### src/rtl/mips_cpu_bus_arbiter.sv
// Round-robin arbiter sharing the CPU Avalon-MM master between fetch and data.
// Grant is held for a whole transfer; long stalls raise a sticky timeout flag.
module mips_cpu_bus_arbiter #(
  parameter int TIMEOUT = 256
) (
  input  logic        clk,
  input  logic        reset,
  input  logic [31:0] i_address,
  input  logic        i_read,
  output logic        i_waitrequest,
  output logic [31:0] i_readdata,
  input  logic [31:0] d_address,
  input  logic        d_read,
  input  logic        d_write,
  input  logic [31:0] d_writedata,
  input  logic [3:0]  d_byteenable,
  output logic        d_waitrequest,
  output logic [31:0] d_readdata,
  output logic [31:0] address,
  output logic        read,
  output logic        write,
  input  logic        waitrequest,
  output logic [31:0] writedata,
  output logic [3:0]  byteenable,
  input  logic [31:0] readdata,
  output logic        grant_d,
  output logic        timeout_err
);

  localparam int CW = $clog2(TIMEOUT + 1);

  typedef enum logic [1:0] {
    IDLE  = 2'd0,
    GNT_I = 2'd1,
    GNT_D = 2'd2
  } state_t;

  state_t          state_q;
  state_t          state_d;
  logic            last_gnt_d;
  logic [CW-1:0]   stall_cnt;
  logic            d_pend;
  logic            i_pend;
  logic            granted;
  logic            done;
  logic            enter_gnt;

  assign d_pend    = d_read | d_write;
  assign i_pend    = i_read;
  assign granted   = (state_q != IDLE);
  assign done      = granted & ~waitrequest;
  assign enter_gnt = (state_d != state_q) &&
                     (state_d != IDLE);

  always_ff @(posedge clk or posedge reset) begin
    if (reset) begin
      state_q    <= IDLE;
      last_gnt_d <= 1'b0;
    end else begin
      state_q <= state_d;
      if (done && state_q == GNT_I && i_pend)
        last_gnt_d <= 1'b0;
      else if (done && state_q == GNT_D && d_pend)
        last_gnt_d <= 1'b1;
    end
  end

  always_comb begin
    state_d = state_q;
    unique case (state_q)
      IDLE: begin
        if (d_pend && i_pend)
          state_d = last_gnt_d ? GNT_I : GNT_D;
        else if (d_pend)
          state_d = GNT_D;
        else if (i_pend)
          state_d = GNT_I;
      end
      GNT_I: begin
        if (!i_pend)
          state_d = IDLE;
        else if (!waitrequest)
          state_d = d_pend ? GNT_D : IDLE;
      end
      GNT_D: begin
        if (!d_pend)
          state_d = IDLE;
        else if (!waitrequest)
          state_d = i_pend ? GNT_I : IDLE;
      end
      default: state_d = IDLE;
    endcase
  end

  assign i_readdata = readdata;
  assign d_readdata = readdata;
  assign grant_d    = (state_q == GNT_D);

  always_comb begin
    address       = 32'h0;
    read          = 1'b0;
    write         = 1'b0;
    writedata     = 32'h0;
    byteenable    = 4'h0;
    i_waitrequest = 1'b1;
    d_waitrequest = 1'b1;
    unique case (state_q)
      GNT_I: begin
        address       = i_address;
        read          = i_read;
        byteenable    = 4'hF;
        i_waitrequest = waitrequest;
      end
      GNT_D: begin
        address       = d_address;
        // read+write together is treated as a write
        read          = d_read & ~d_write;
        write         = d_write;
        writedata     = d_writedata;
        byteenable    = d_byteenable;
        d_waitrequest = waitrequest;
      end
      default: ;
    endcase
  end

  always_ff @(posedge clk or posedge reset) begin
    if (reset) begin
      stall_cnt   <= '0;
      timeout_err <= 1'b0;
    end else if (enter_gnt) begin
      stall_cnt <= '0;
    end else if (granted && waitrequest &&
                 stall_cnt != CW'(TIMEOUT)) begin
      stall_cnt <= stall_cnt + 1'b1;
      if (stall_cnt == CW'(TIMEOUT - 1))
        timeout_err <= 1'b1;
    end
  end

endmodule

### config.mk
export PLATFORM = sky130hd
export DESIGN_NAME = mips_cpu_bus_arbiter
export DESIGN_NICKNAME = d
export VERILOG_FILES = /design/src/rtl/mips_cpu_bus_arbiter.sv
export SDC_FILE = /design/constraint.sdc
export NUM_CORES = 1
export LEC_CHECK = 0
export ABC_AREA = 1
export CORE_AREA = 4 4 106 108
export CTS_CLUSTER_DIAMETER = 40
export CTS_CLUSTER_SIZE = 10
export DETAILED_ROUTE_END_ITERATION = 8
export DIE_AREA = 0 0 110 112
export GPL_TIMING_DRIVEN = 0
export PLACE_DENSITY = 0.74
export SETUP_SLACK_MARGIN = 0.3
export SLEW_MARGIN = 20
export SYNTH_ARGS = -nofsm -noshare
export SYNTH_HDL_FRONTEND = slang
export SYNTH_SLANG_ARGS = --single-unit
export TNS_END_PERCENT = 20
### constraint.sdc
create_clock -name clk -period 1.5 [get_ports clk]
set_input_delay 0.3 -clock clk [delete_from_list [all_inputs] [get_ports clk]]
set_output_delay 0.3 -clock clk [all_outputs]
set_load 0.1 [all_outputs]
### Yosys cells after proc, flatten, opt, wreduce, memory -nomap -nowiden

Index checks and enable logic that the tools add are counted.

| word-level totals | value |
|---|---|
| register bits after elaboration | 13 |
| output and inout port bits | 138 |
| input bits | 138 |

| operators by class | value |
|---|---|
| bitwise operators | 6 |
| add/sub/neg operators | 1 |
| equality and inequality tests | 5 |
| multiplexer cells | 22 |
| reductions and logical operators | 14 |

Operator list:

| cell | count |
|---|---|
| case mux 32 bit (2 select lines) | 1 |
| two-way mux 32 bit | 1 |
| two-way mux 2 bit | 9 |
| two-way mux 9 bit | 2 |
| adder 9 x 1 -> 9 bit, second input constant | 1 |
| == test 9 x 8 -> 1 bit, second input constant | 1 |
| != test 9 bit, second input constant | 1 |
| logical AND 1 bit | 8 |
| case mux 4 bit (2 select lines) | 1 |
| nonzero test 2 bit | 4 |
| two-way mux 1 bit | 6 |
| case mux 2 bit (3 select lines) | 1 |
| NOT 1 bit | 3 |
| AND reduction 3 bit | 1 |
| AND 1 bit | 2 |
| == test 2 x 1 -> 1 bit, second input constant | 1 |
| == test 2 bit, second input constant | 1 |
| zero test 2 bit | 1 |
| != test 2 bit | 1 |
| case mux 1 bit (2 select lines) | 1 |
| bitwise OR 1 bit | 1 |

### Longest topological paths before layout

| logic depth | value |
|---|---|
| depth after elaboration | 9 |
| gate-level depth with buffers | 13 |
| gate-level depth less buffers | 12 |

### Worst setup path before layout

Ideal clock, no wire load.

| path | value |
|---|---|
| path kind | reg-to-output |
| from | register state_q[0] |
| to | output read |
| stages on the path, launching flop included | 7 |
| path slack | -2.258 ns |
| data arrival time | 3.458 ns |
| data required time | 1.200 ns |
| path through | dfrtp_1 > inv_1 > ha_1 > buf_4 > clkbuf_1 > nand3_1 > a21oi_1 |

| between the ends | value |
|---|---|
| cells in the longest elaborated chain, start to end | 2 |
| elaborated cells on any way between the ends | 3 |
| classes of those cells | eq/ne (2); mux (1) |

Ends and longest elaborated chain:

| what | line | RTL |
|---|---|---|
| from (decl) | 38 | `state_t state_q;` |
| from (signal assigned) | 60 | `state_q <= state_d;` |
| == test 2 bit | n/a |  |
| net grant_d | 26 | `output logic grant_d,` |
| case mux 1 bit (2 select lines) | 107 | `unique case (state_q)` |
| to (decl) | 20 | `output logic read,` |

The timed path passes the listed nets, and every way through them passes these cells.

### Worst setup path in the final report

| path | value |
|---|---|
| from | register state_q[0] |
| to | output byteenable[1] |

| between the ends | value |
|---|---|
| cells in the longest elaborated chain, start to end | 2 |
| elaborated cells on any way between the ends | 3 |
| classes of those cells | eq/ne (2); mux (1) |

Ends and longest elaborated chain:

| what | line | RTL |
|---|---|---|
| == test 2 bit or == test 2 x 1 -> 1 bit (tied branches) | 107 |  |
| case mux 4 bit (2 select lines) * | 107 |  |
| to (decl) | 24 | `output logic [3:0] byteenable,` |

Mark *: on every way between the ends. The rest lies on a longest branch, timed or not.

==> results.sh <==
export IMPL_maxClockFrequency_ghz=0.491
export IMPL_fin_worst_skew_ns=0.00386
export IMPL_timing_slew_headroom_pct=67.3
export IMPL_violations="setup timing"
export IMPL_synth_flop_cell="dfrtp_1"
export IMPL_required_ns=1.20
export IMPL_numCtsBuffers=3
export IMPL_grt_overflow=0
export IMPL_synth_simple_area_share_pct=35.5
export IMPL_ant_nets=0
export IMPL_syn_inst=384
export IMPL_worst_slack_ns=-0.535
export IMPL_die_area_um2=12300
export IMPL_initial_utilization_pct=21.1
export IMPL_hold_viol_final=0
export IMPL_cts_root_buf="clkbuf_8"
export IMPL_async_flop_share_pct=100
export IMPL_path_cells="inv_4 -> ha_4 -> buf_12 -> clkbuf_16 -> nand2_1 -> a21oi_4 -> buf_12"
export IMPL_yosysUniqueCellTypes=24
export IMPL_vias=3351
export IMPL_synth_edf_count=0
export IMPL_vdd_ir_drop_max_v=0.00131
export IMPL_antenna_found_initial=0
export IMPL_die_h_um=112
export IMPL_synth_compound_area_share_pct=9.55
export IMPL_rsz0062_at_grt="yes"
export IMPL_post_route_min_period_ns=2.04
export IMPL_tightest_slew_ns=0.489
export IMPL_final_nets=788
export IMPL_synthesis_area_um2=2160
export IMPL_whs_ns=0.367
export IMPL_yosysWarnings=0
export IMPL_drt_total_wl_um=12700
export IMPL_viasPerCell=4.31
export IMPL_max_stage_delay_ns=0.43
export IMPL_row_count=37
export IMPL_status="complete, but fails checks"
export IMPL_grt_pass1_wl_um=17700
export IMPL_die_w_um=110
export IMPL_start_kind="flip-flop"
export IMPL_area_delta_synth_final_pct=201
export IMPL_crit_path_top_delay_cell="dfrtp_2"
export IMPL_dr_pass1_iters=4
export IMPL_final_area_um2=6500
export IMPL_clk_latency_ns=0.25
export IMPL_synthTopCellsByCount="146 x nand2_1, 66 x buf_4, 51 x inv_1, 37 x a21oi_1, 13 x dfrtp_1"
export IMPL_gp_congestion=0.876
export IMPL_powerDensity_nw_per_um2=2060
export IMPL_worstPathArrival_ns=1.74
export IMPL_portBuffers=243
export IMPL_synth_top_family_by_area="simple AND/OR/NAND/NOR gates"
export IMPL_drive_above_1_share_pct=60.4
export IMPL_ys_top_cells_by_area="nand2_1 25%, buf_4 23%, dfrtp_1 15%"
export IMPL_criticalPathCategory="flip-flop to primary output"
export IMPL_p_leak_nw=2.70
export IMPL_synth_adder_area_share_pct=4.05
export IMPL_io_pins=276
export IMPL_avgSynthCellArea_um2=5.63
export IMPL_place_hpwl_um=9680
export IMPL_core_um2=10200
export IMPL_htreeDepth=1
export IMPL_period_share_pct=136
export IMPL_grt_pass1_vias=3435
export IMPL_setup_viol=82
export IMPL_grt_max_degree=14
export IMPL_yosys_mux_area_fraction_pct=0
export IMPL_n_antenna_cell=0
export IMPL_cpMostUsedCell="buf_12"
export IMPL_clk_pin_slew_worst_paths_ns=0.06
export IMPL_ys_ff_latch=13
export IMPL_yosysSeqAreaShare_pct=15.0
export IMPL_cp_max_fo=10
export IMPL_cts_buffer_depth=2
export IMPL_drc=0
export IMPL_synth_top_area_share_pct=25.3
export IMPL_worst_setup_path_end_kind="primary output"
export IMPL_track_usage_pct=18.1
export IMPL_worstHoldPathType="input port to async pin"
export IMPL_post_synth_top_count_cell="nand2_1"
export IMPL_syn_nets=529
export IMPL_drv_slew=0
export IMPL_cts_sinks=13
export IMPL_routedWlPerCell_um=16.3
export IMPL_maxCapViolations=0
export IMPL_cts_tree="built"
export IMPL_drt_initial_drc_count=125
export IMPL_placed_area_um2=5400
export IMPL_cts_hold_repair_buffers=0
export IMPL_synth_xor_area_share_pct=0.405
export IMPL_yosysTopAreaCell="nand2_1"
path summary, 6_finish.rpt:
| path | end | startpoint | slack, ns | depth (start not counted) |
|---|---|---|---|---|
| max | byteenable[1] | state_q[0] | -0.54 | 7 |
| min | stall_cnt[5] | reset | 0.37 | 2 |
| max reg2reg | stall_cnt[7] | state_q[0] | -0.30 | 13 |
| min reg2reg | timeout_err | timeout_err | 0.50 | 1 |
| max in group asynchronous | state_q[0] | reset | 0.78 | 2 |
| min in group clk | timeout_err | timeout_err | 0.50 | 1 |
worst max-delay path, delay by kind of cell (launching register included):
kind | cells | cell delay (ns)
buffers and inverters | 4 | 0.60
adder cells (fa/ha/maj) | 1 | 0.15
flip-flops | 1 | 0.43
AND/OR/NAND/NOR | 1 | 0.10
AO/OA/AOI/OAI | 1 | 0.20
per-layer routing:
| layer | global-route usage, % | wire length [um] | vias to the layer above |
|---|---|---|---|
| met2 | 36.2 | 6990 | 156 |
| met3 | 3.42 | 1130 | 21 |
| li1 | - | - | 1613 |
| met5 | 0 | 0 | - |
| met1 | 18.6 | 4290 | 1561 |
| met4 | 4.57 | 296 | 0 |
cells by family after synthesis:
logic type | count (synthesis)
DFF | 13
AOI/OAI and AO/OA | 40
buffers and inverters | 138
xor gates and xnor gates | 1
and+or+nand+nor | 185
adders and majority gates | 7
power by group:
part	internal (mW)	switching (mW)
Clock	0.188	0.134
Combinational	4.33	8.24
Sequential	0.412	0.0837
Total	4.93	8.46
cells in the final DEF, fill, tap and decap left out, drive strengths merged:
cell type	instances
buf	221
nand2	151
clkdlybuf4s50	105
a21oi	37
clkinvlp	30
inv	27
dfrtp	13
nor2	12
clkbuf	11
nand3	9
ha	7
nand4	6
nor3	5
a31oi	2
clkinv	2
xor2	1
nor4	1
or2	1
a31o	1
through the flow:
stage	TNS (ns)	power, mW	cells	worst slack, ns	util (%)
2_1_floorplan	-46.96	8.37	384	-0.643	-
3_3_place_gp	-123.26	10.3	763	-1.60	52.8
3_5_place_dp	-126.31	10.4	763	-1.62	52.8
4_1_cts	-45.77	12.8	775	-0.516	61.0
5_1_grt	-39.54	13.8	778	-0.587	63.6
6_report	-33.90	13.4	778	-0.535	63.6
cell type report:
cell class | instances | area (um2)
multi-input cells | 233 | 1770
plain buffers | 79 | 756
inverters | 59 | 345
clock buffers | 4 | 45.0
repair buffers | 254 | 3090
well taps | 136 | 170
flip-flops and latches | 13 | 328
fillers | 813 | 3730
timing repair:
action / CTS / global route
resized for setup: 715 / 130
buffers inserted: 6 / 1
cloned: 2 / 2
pin swaps: 32 / 21
endpoints found under the setup margin: 151 / 122
sequential cells by signal, summed over array words and instances (netlist names):
register and cells:
state_q 2, timeout_err 1, last_gnt_d 1, stall_cnt 9
Power figures use the tool's default switching activity.
